## src/rtl/packet_assembler.sv

```systemverilog
// -----------------------------------------------------------------------------
// packet_assembler
//
// Collects TLP and DLLP payload bytes from an upstream byte classifier into a
// local buffer. When a packet is framed correctly, the buffer is drained to a
// ready/valid downstream port with start/end-of-packet markers. Framing and
// length errors produce a one-cycle err pulse. A TLP ended by EDB produces a
// one-cycle nullified pulse. In both cases the packet is discarded.
//
// Ports
//   clk, rst_n       clock, asynchronous active-low reset
//   data_in[7:0]     classified byte
//   type_in[2:0]     byte class (data / tlp start,end,edb / dllp start,end / not valid)
//   valid_in         data_in/type_in qualified this cycle
//   out_data[7:0]    buffered payload byte
//   out_valid        out_data valid (draining)
//   out_ready        downstream accepts out_data this cycle
//   out_sop/out_eop  first / last payload byte of the packet
//   out_kind[1:0]    01 TLP, 10 DLLP, 00 idle
//   out_len[5:0]     payload length of the packet being drained
//   busy             draining; upstream bytes are dropped
//   err              one-cycle framing/length error pulse
//   nullified        one-cycle pulse when a TLP is ended by EDB
// -----------------------------------------------------------------------------
module packet_assembler #(
  parameter int MAX_LEN = 32
) (
  input  logic       clk,
  input  logic       rst_n,
  input  logic [7:0] data_in,
  input  logic [2:0] type_in,
  input  logic       valid_in,
  output logic [7:0] out_data,
  output logic       out_valid,
  input  logic       out_ready,
  output logic       out_sop,
  output logic       out_eop,
  output logic [1:0] out_kind,
  output logic [5:0] out_len,
  output logic       busy,
  output logic       err,
  output logic       nullified
);

  localparam logic [2:0] T_DATA      = 3'b000;
  localparam logic [2:0] T_TLPSTART  = 3'b001;
  localparam logic [2:0] T_TLPEND    = 3'b010;
  localparam logic [2:0] T_DLLPSTART = 3'b011;
  localparam logic [2:0] T_DLLPEND   = 3'b100;
  localparam logic [2:0] T_TLPEDB    = 3'b101;

  localparam logic [1:0] KIND_TLP  = 2'b01;
  localparam logic [1:0] KIND_DLLP = 2'b10;

  localparam int         AW       = $clog2(MAX_LEN);
  localparam logic [5:0] MAX_CNT  = 6'(MAX_LEN);
  localparam logic [5:0] DLLP_LEN = 6'd6;

  typedef enum logic [1:0] {
    S_IDLE,
    S_COL_TLP,
    S_COL_DLLP,
    S_DRAIN
  } state_e;

  state_e     state_q, state_d;
  logic [5:0] count_q, count_d;
  logic [5:0] rd_ptr_q, rd_ptr_d;
  logic [5:0] len_q, len_d;
  logic [1:0] kind_q, kind_d;
  logic       err_q, err_d;
  logic       nullified_q, nullified_d;
  logic       wr_en;
  logic       draining;

  logic [7:0] buf_mem [MAX_LEN];

  // ---------------------------------------------------------------------------
  // Next-state logic
  // ---------------------------------------------------------------------------
  always_comb begin
    // NOTE: every always_comb output gets a default first so no path can
    // leave it unassigned and infer a latch.
    state_d     = state_q;
    count_d     = count_q;
    rd_ptr_d    = rd_ptr_q;
    len_d       = len_q;
    kind_d      = kind_q;
    err_d       = 1'b0;
    nullified_d = 1'b0;
    wr_en       = 1'b0;

    unique case (state_q)
      S_IDLE: begin
        if (valid_in) begin
          if (type_in == T_TLPSTART) begin
            state_d = S_COL_TLP;
            count_d = '0;
            kind_d  = KIND_TLP;
          end else if (type_in == T_DLLPSTART) begin
            state_d = S_COL_DLLP;
            count_d = '0;
            kind_d  = KIND_DLLP;
          end
        end
      end

      S_COL_TLP, S_COL_DLLP: begin
        if (valid_in) begin
          unique case (type_in)
            T_DATA: begin
              if (count_q == MAX_CNT) begin
                err_d   = 1'b1;
                state_d = S_IDLE;
              end else begin
                wr_en   = 1'b1;
                count_d = count_q + 6'd1;
              end
            end
            // A new start aborts the current packet and opens a fresh one.
            T_TLPSTART: begin
              err_d   = 1'b1;
              state_d = S_COL_TLP;
              count_d = '0;
              kind_d  = KIND_TLP;
            end
            T_DLLPSTART: begin
              err_d   = 1'b1;
              state_d = S_COL_DLLP;
              count_d = '0;
              kind_d  = KIND_DLLP;
            end
            T_TLPEND: begin
              if (state_q == S_COL_TLP && count_q != 6'd0) begin
                len_d    = count_q;
                rd_ptr_d = '0;
                state_d  = S_DRAIN;
              end else begin
                err_d   = 1'b1;
                state_d = S_IDLE;
              end
            end
            T_DLLPEND: begin
              if (state_q == S_COL_DLLP && count_q == DLLP_LEN) begin
                len_d    = DLLP_LEN;
                rd_ptr_d = '0;
                state_d  = S_DRAIN;
              end else begin
                err_d   = 1'b1;
                state_d = S_IDLE;
              end
            end
            T_TLPEDB: begin
              if (state_q == S_COL_TLP) nullified_d = 1'b1;
              else                      err_d       = 1'b1;
              state_d = S_IDLE;
            end
            // Covers not_valid (111) and the unused code 110.
            default: begin
              err_d   = 1'b1;
              state_d = S_IDLE;
            end
          endcase
        end
      end

      S_DRAIN: begin
        // Incoming bytes are dropped. A start symbol here means a whole
        // packet has been lost, so it is flagged.
        if (valid_in && (type_in == T_TLPSTART || type_in == T_DLLPSTART)) begin
          err_d = 1'b1;
        end
        if (out_ready) begin
          if (rd_ptr_q == len_q - 6'd1) begin
            rd_ptr_d = '0;
            state_d  = S_IDLE;
          end else begin
            rd_ptr_d = rd_ptr_q + 6'd1;
          end
        end
      end

      default: state_d = S_IDLE;
    endcase
  end

  // ---------------------------------------------------------------------------
  // State registers
  // ---------------------------------------------------------------------------
  always_ff @(posedge clk or negedge rst_n) begin
    // NOTE: sequential state uses non-blocking assignments only, so every
    // flop samples the pre-edge values.
    if (!rst_n) begin
      state_q     <= S_IDLE;
      count_q     <= '0;
      rd_ptr_q    <= '0;
      len_q       <= '0;
      kind_q      <= '0;
      err_q       <= 1'b0;
      nullified_q <= 1'b0;
    end else begin
      state_q     <= state_d;
      count_q     <= count_d;
      rd_ptr_q    <= rd_ptr_d;
      len_q       <= len_d;
      kind_q      <= kind_d;
      err_q       <= err_d;
      nullified_q <= nullified_d;
    end
  end

  // NOTE: the payload buffer has no reset. Its contents are only read after
  // being written for the current packet, and leaving the reset off lets it
  // map onto plain RAM.
  always_ff @(posedge clk) begin
    if (wr_en) buf_mem[count_q[AW-1:0]] <= data_in;
  end

  // ---------------------------------------------------------------------------
  // Outputs: derived from registered state, so they are zero as soon as reset
  // asserts and remain stable while the downstream stalls.
  // ---------------------------------------------------------------------------
  assign draining  = (state_q == S_DRAIN);
  assign out_valid = draining;
  assign busy      = draining;
  assign out_data  = draining ? buf_mem[rd_ptr_q[AW-1:0]] : 8'h00;
  assign out_sop   = draining && (rd_ptr_q == 6'd0);
  assign out_eop   = draining && (rd_ptr_q == len_q - 6'd1);
  assign out_kind  = draining ? kind_q : 2'b00;
  assign out_len   = draining ? len_q : 6'd0;
  assign err       = err_q;
  assign nullified = nullified_q;

endmodule
```

## config.mk

```make
export PLATFORM = sky130hd
export DESIGN_NAME = packet_assembler
export DESIGN_NICKNAME = d
export VERILOG_FILES = /design/src/rtl/packet_assembler.sv
export SDC_FILE = /design/constraint.sdc
export NUM_CORES = 1
export LEC_CHECK = 0
export CAP_MARGIN = 20
export CORE_MARGIN = 3
export CORE_UTILIZATION = 39
export DETAILED_ROUTE_END_ITERATION = 12
export DONT_BUFFER_PORTS = 1
export MAX_ROUTING_LAYER = met4
export SLEW_MARGIN = 10
export SYNTH_ARGS = -nofsm -noshare
export SYNTH_HDL_FRONTEND = slang
export SYNTH_SLANG_ARGS = --single-unit
```

## constraint.sdc

```tcl
create_clock -name clk -period 2.9 [get_ports clk]
set_clock_uncertainty 0.1 [all_clocks]
set_input_delay 0.29 -clock clk [delete_from_list [all_inputs] [get_ports clk]]
set_output_delay 0.29 -clock clk [all_outputs]
set_load 0.02 [all_outputs]
```

==> results of run 1 <==
## Yosys cell counts (all sizes together) (2+ instances only)
cell type | number | area (um2)
a211oi | 8 | 60.1
a21o | 2 | 15.0
a21oi | 8 | 40.0
a221oi | 2 | 17.5
a22o | 2 | 17.5
and2 | 6 | 37.5
and3 | 3 | 18.8
buf | 26 | 174
clkbuf | 8 | 30.0
dfrtp | 24 | 601
edfxtp | 256 | 7690
ha | 12 | 150
inv | 14 | 52.6
mux2 | 11 | 124
mux2i | 9 | 90.1
mux4 | 72 | 1640
nand2 | 24 | 90.1
nand2b | 15 | 93.8
nand3 | 9 | 45.0
nand3b | 6 | 45.0
nand4 | 2 | 12.5
nor2 | 52 | 195
nor2b | 5 | 31.3
nor3 | 9 | 45.0
nor3b | 3 | 22.5
o2111ai | 3 | 26.3
o21ai | 26 | 134
o21bai | 2 | 15.0
o31ai | 3 | 22.5
or2 | 2 | 12.5
or3 | 3 | 18.8
or3b | 2 | 17.5
xnor2 | 2 | 17.5
xor2 | 5 | 43.8
## placed cells by master (no fill, tap or decap), types with 8 or more instances in the layout
master         count
dfrtp_1           21
mux4_2            68
inv_1             14
buf_12            11
ha_1              12
o21ai_0           17
nand2b_1           8
buf_4             60
clkbuf_16         29
dlygate4sd3_1     14
edfxtp_1         256
nand3_1            9
nor3_1             9
mux2i_1            9
a21oi_1            8
nor2_1            51
mux2_2            11
nand2_1           24
## through the flow
step,total power [mW],util
final,9.31,0.481
after global routing,9.64,0.481
after CTS,9.38,0.481
after detailed placement,5.46,0.430
after global placement,5.43,0.430
after floorplan,5.23,-
## area by class of cell
type	count	area, um2	area share
antenna	2	5.00	0.000357
timing repair buffer	91	940	0.0670
clock buffer	32	737	0.0525
inverter	14	52.6	0.00374
tap	384	480	0.0342
clock inverter	20	229	0.0163
sequential	280	8290	0.591
multi-input combinational	320	3300	0.235
## metal layers
layer  global-route usage  vias to the layer above
met1                0.220                     3267
met5                    -                        -
met3               0.0263                       53
met2                0.276                      220
met4               0.0374                        0
li1                     -                     2780
## power breakdown
group	switching (mW)	internal, mW
clock network	1.54	2.21
registers	0.0538	4.46
logic	0.564	0.488
## registers in the layout, summed over array words and instances, names as in the netlist
register and flops:
buf_mem 256, count_q 6, len_q 6, rd_ptr_q 6, kind_q 2, state_q 2, err 1, nullified 1
## worst max-delay path, cell delays in order (launching register included)
cell and delay (ps):
dfrtp_4 540, buf_12 170, mux4_2 550, mux4_2 530, nand2b_4 170, o21ai_2 80, a211oi_2 50, buf_4 180
## logic make-up (layout without fill, tap and decap cells)
group / after synthesis / after routing
adders and majority gates: 12 / 12
and+or+nand+nor: 144 / 144
buffers and inverters: 48 / 157
muxes: 92 / 92
DFF: 280 / 280
other: 0 / 2
xor gates and xnor gates: 7 / 7
AOI/OAI and AO/OA: 65 / 65
## what timing repair did
item,in CTS,in global routing
hold buffers,23,0
pin swaps,3,0
endpoints found under the hold margin,291,0
gates resized for setup,29,2
cloned,2,0
endpoints found under the setup margin,9,10
setup buffers,3,1
## worst max path at each step
stage | end | slack [ps] | cells after the start
6_report | out_data[0] | -310 | 7
5_1_grt | out_data[0] | -400 | 7
2_1_floorplan | buf_mem[13][0]$_DFFE_PP_ | 400 | 7
4_1_cts | out_data[1] | -350 | 7
3_5_place_dp | out_data[4] | 170 | 7
3_3_place_gp | out_data[4] | 180 | 7
==> impl_metrics.csv, run 1 <==
group,metric,value,unit
critical_path,required,2510,ps
timing,setup_tns,-2380,ps
timing,period_share,1.11,
min_path,min-delay-path-class,"input pin to flop",
floorplanning,die_h,180,um
global_routing,grt_max_degree,35,
synthesis,synth.avg_cell_area,18.1,um2
floorplanning,rows,62,
synthesis,synthFlopType,"edfxtp_1",
routing,maxUsedRoutingLayer,"met4",
power,leakage,4.60,nW
synthesis,synthesis.area,11800,um2
min_path,hold_start,"type_in[1]",
routing,initialDrtViolationCount,595,
critical_path,worstReg2RegEnd,"buf_mem[20][4]$_DFFE_PP_",
critical_path,r2r_start,"state_q[1]$_DFFE_PN0P_",
power,p_per_area,663,nW/um2
floorplanning,core_area,29200,um2
floorplanning,start_util,0.403,
clock_tree,clockRootBuffer,"clkbuf_16",
timing,finalSetupViolations,8,
clock_tree,clock_sinks,280,
placement,pre_cts_slack,175,ps
global_routing,grt_use_total,0.167,
routing,vias_per_cell,5.53,
synthesis,yosysSeqAreaShare,0.705,
synthesis,yosys.area_share.xor_xnor,0.00522,
clock_tree,path_clk_slew,60,ps
critical_path,end_kind,"output pin",
routing,routedWlPerCell,23.2,um
placement,port_buffers,0,
floorplanning,dieWidth,180,um
synthesis,synth_fa_ha_area_frac,0.0128,
cells_and_area,nNetsFinal,763,
routing,wl,26.5,mm
global_routing,globalRoute.totalOverflow,0,
routing,wl_met2,13.3,mm
outcome,status,"finished, violations left",
placement,placed_cells,1060,
cells_and_area,design_area,14000,um2
timing,fmax,311,MHz
placement,gp_congestion,0.848,
power,ir_drop,438,uV
routing,drtAntennaViolNets,0,
global_routing,grt_pass1_wl,40.4,mm
job,drv_cap,0,
synthesis,synth_compound_area_frac,0.0363,
synthesis,ys_ff_latch,280,
clock_tree,clk_latency,540,ps
timing,grt_setup_unrepaired,"true",
synthesis,synth_top_family_by_area,"multiplexers",
clock_tree,clk_path_buf_depth,3,
cells_and_area,layout-drive-gt1-share,0.301,
synthesis,syn_inst,648,
placement,post-dp-hpwl,16.9,mm
timing,finalMaxSlewViolations,0,
placement,placedInstanceArea,12500,um2
global_routing,grt_pass1_vias,6542,
outcome,violations,"setup timing",
timing,finalWorstSetupSlack,-312,ps
cells_and_area,fill_cells,2431,
critical_path,rrSetupSlack,170,ps
synthesis,synth_edf_count,256,
cells_and_area,area_growth,19.4,%
synthesis,yosys.area_share.simple,0.0608,
synthesis,syn_nets,675,
routing,wl_met3,1.51,mm
critical_path,worstPathArrival,2820,ps
cells_and_area,finalNonFillerCells,1143,
timing,hold_violations,0,
timing,period_minus_slack,3210,ps
floorplanning,pin_count,37,
timing,holdWs,34.8,ps
critical_path,cp-start-kind,"flop",
timing,slew_headroom,0.472,
clock_tree,numCtsBuffers,29,
critical_path,critPathKind,"flop to output pin",
routing,dr.pass1.iters,6,
min_path,hold_end,"state_q[0]$_DFFE_PN0P_",
min_path,worstHoldPathCells,3,
synthesis,async_flop_share,0.0857,
clock_tree,cts_tree,"yes",
routing,vias,6320,
critical_path,crit_path_start,"rd_ptr_q[0]$_DFFE_PN0P_",
floorplanning,dieArea,32300,um2
critical_path,path_max_fanout,7,
synthesis,ys_warn_count,0,
routing,drc,0,
timing,tightest_slew,792,ps
routing,wl_met1,11.1,mm
clock_tree,htreeDepth,1,
global_routing,antenna_found_initial,1,
critical_path,reg2reg_depth,7,
synthesis,synth_cell_types,52,
synthesis,synth.area.mux_share,0.158,
Note: power is estimated with default switching activity, not from simulation.
==> run 2, diff against run 1 <==
ABC_AREA = 1   (was default)
==> run 2 against run 1 <==
Combinational power is 46% higher. The flow now finishes without violations. Synthesized cell count is 66% higher. Design area is 1.7% higher. Sequential share of layout area is 0.97 points lower. Worst hold slack worse by 11 ps. Global-route usage is 2.0 points higher. Final cell count is 36% higher. Critical endpoint is now out_data[2].
==> impl_metrics.csv, run 2 <==
group,metric,value,unit
outcome,status,"finished clean",
cells_and_area,layout-drive-gt1-share,0.139,
timing,fmax,359,MHz
clock_tree,clk_latency,550,ps
timing,hold_violations,0,
synthesis,synth_most_common_cell,"edfxtp_1",
floorplanning,rows,63,
clock_tree,numCtsBuffers,30,
routing,drc,0,
timing,finalMaxSlewViolations,0,
synthesis,synthTopCellsByArea,"edfxtp_1 (64%), nor2_1 (6.2%), nand2_1 (5.3%), o21ai_0 (5.2%), dfrtp_1 (5.0%)",
floorplanning,pin_count,37,
routing,wl,30.6,mm
cells_and_area,layout_commonest_cell,"edfxtp_1",
power,internal_power,7.30,mW
synthesis,synthTopCellsByCount,"edfxtp_1 (256), nor2_1 (200), nand2_1 (170)",
cells_and_area,final_cell_mix,"edfxtp_1 (256), nor2_1 (200), nand2_1 (169)",
timing,period_share,0.961,
critical_path,end_kind,"output pin",
global_routing,grt_pass1_wl,47.3,mm
critical_path,cp-start-kind,"flop",
synthesis,synthFlopType,"edfxtp_1",
timing,slew_headroom,0.650,
synthesis,syn_nets,1103,
clock_tree,path_clk_slew,60,ps
placement,post-dp-hpwl,19.0,mm
placement,placed_cells,1471,
synthesis,ys_warn_count,0,
clock_tree,cts_tree,"yes",
global_routing,grt_use_total,0.187,
min_path,hold_start,"type_in[0]",
power,ir_drop,471,uV
critical_path,required,2510,ps
cells_and_area,nNetsFinal,1172,
critical_path,rrSetupSlack,350,ps
clock_tree,clk_path_buf_depth,3,
power,sw_frac_of_total,0.266,
floorplanning,die_h,182,um
routing,vias_per_cell,5.32,
routing,dr.pass1.iters,6,
synthesis,synth_edf_count,256,
floorplanning,dieArea,33100,um2
power,p_comb_frac,0.154,
timing,setup_tns,0,ps
power,share_clk_of_total_power,0.386,
synthesis,synth_top_area_frac,0.636,
global_routing,grt_max_degree,83,
floorplanning,start_util,0.402,
cells_and_area,finalNonFillerCells,1558,
power,seqPwrFrac,0.460,
placement,gp_congestion,0.881,
routing,drtAntennaViolNets,0,
placement,port_buffers,0,
clock_tree,clock_sinks,280,
job,drv_cap,0,
placement,placedInstanceArea,12800,um2
synthesis,yosysSeqAreaShare,0.686,
global_routing,globalRoute.totalOverflow,0,
power,p_sw,2.64,mW
clock_tree,htreeDepth,1,
synthesis,ys_ff_latch,280,
synthesis,synth_cell_types,35,
synthesis,syn_inst,1076,
synthesis,synth.avg_cell_area,11.2,um2
cells_and_area,area_growth,18.0,%
critical_path,worstPathArrival,2400,ps
power,leakage,5.23,nW
critical_path,crit_path_start,"rd_ptr_q[0]$_DFFE_PN0P_",
timing,tightest_slew,524,ps
cells_and_area,largest_register_ffs,256,
critical_path,r2r_start,"state_q[0]$_DFFE_PN0P_",
floorplanning,dieWidth,182,um
cells_and_area,design_area,14300,um2
power,p_per_area,697,nW/um2
global_routing,grt_pass1_vias,8053,
timing,period_minus_slack,2790,ps
critical_path,critPathKind,"flop to output pin",
synthesis,synthesis.area,12100,um2
routing,initialDrtViolationCount,832,
critical_path,path_max_fanout,32,
floorplanning,core_area,30100,um2
routing,vias,8291,
synthesis,synth_top_area_cell,"edfxtp_1",
cells_and_area,antenna_cells,0,
timing,finalSetupViolations,0,
synthesis,async_flop_share,0.0857,
min_path,min-delay-path-class,"input pin to flop",
routing,routedWlPerCell,19.6,um
clock_tree,clockRootBuffer,"clkbuf_16",
global_routing,antenna_found_initial,0,
run 2: cell types whose count changed after synthesis, sizes merged, moves of 13 or more:
| cell | previous run | this run |
|---|---|---|
| o22ai | 1 | 50 |
| nand3 | 9 | 31 |
| nand4 | 2 | 18 |
| buf | 26 | 39 |
| o21ai | 26 | 173 |
| nand2 | 24 | 175 |
| nor2 | 52 | 209 |
| mux4 | 72 | 0 |
| nand2b | 15 | 0 |
| inv | 14 | 49 |
run 2: area by class of cell:
cell class | instances | area [um2]
sequential | 280 | 8290
inverter | 50 | 199
timing repair buffer | 93 | 958
fill | 2715 | 15800
tap | 390 | 488
multi-input combinational | 690 | 3330
clock buffer | 37 | 798
clock inverter | 18 | 196
run 2: cell families (layout without fill, tap and decap cells):
group,count (synthesis),count (layout),share of synthesized area
AO/OA/AOI/OAI,228,228,0.101
buffers and inverters,106,198,0.0405
flip-flops,280,280,0.686
adder cells (fa/ha/maj),12,12,0.0124
XOR/XNOR,7,7,0.00507
AND/OR/NAND/NOR,443,443,0.156
run 2: critical path: stages, from the launching register on:
cell and delay, ps:
dfrtp_4 570, inv_4 160, buf_12 200, o21ai_0 100, o22ai_1 160, nand2_1 80
nand2_1 140, nor2_1 70, o21ai_2 190, buf_4 180
run 2: per-stage QoR:
step | hold slack (ps) | util | worst slack (ps) | power, mW
2_1_floorplan | -106 | - | 505 | 5.64
3_3_place_gp | -105 | 0.425 | 466 | 5.99
5_1_grt | 83.9 | 0.474 | -7.91 | 10.3
6_report | 23.6 | 0.474 | 112 | 9.94
4_1_cts | 8.12 | 0.470 | -0.984 | 9.94
3_5_place_dp | -105 | 0.425 | 452 | 6.00
run 2: per-layer routing:
metal | wire length [um] | track usage
met1 | 13400 | 0.257
met2 | 14600 | 0.300
met3 | 1840 | 0.0207
met4 | 823 | 0.0472
met5 | 0 | -
run 2: timing repair:
item,in CTS,in global routing
pin swaps,0,2
cloned,0,1
hold buffers,24,0
endpoints found under the setup margin,8,8
gates resized for setup,5,8
buffers inserted,1,6
hold endpoints to repair,286,0
run 2: final timing paths:
kind / to / cells past startpoint
setup / recovery: out_data[2] / 9
max in group asynchronous: rd_ptr_q[0]$_DFFE_PN0P_ / 2
hold / removal: kind_q[1]$_DFFE_PN0P_ / 5
hold reg to reg: kind_q[0]$_DFFE_PN0P_ / 2
setup reg to reg: nullified$_DFF_PN0_ / 7
min in group asynchronous: nullified$_DFF_PN0_ / 2
run 2: power by group through the flow:
stage	Sequential [mW]	Combinational (mW)	Clock (mW)
6_report	4.57	1.53	3.84
3_3_place_gp	4.67	1.32	0
3_5_place_dp	4.67	1.33	0
2_1_floorplan	4.63	1.02	0
5_1_grt	4.58	1.70	4.06
4_1_cts	4.58	1.48	3.88
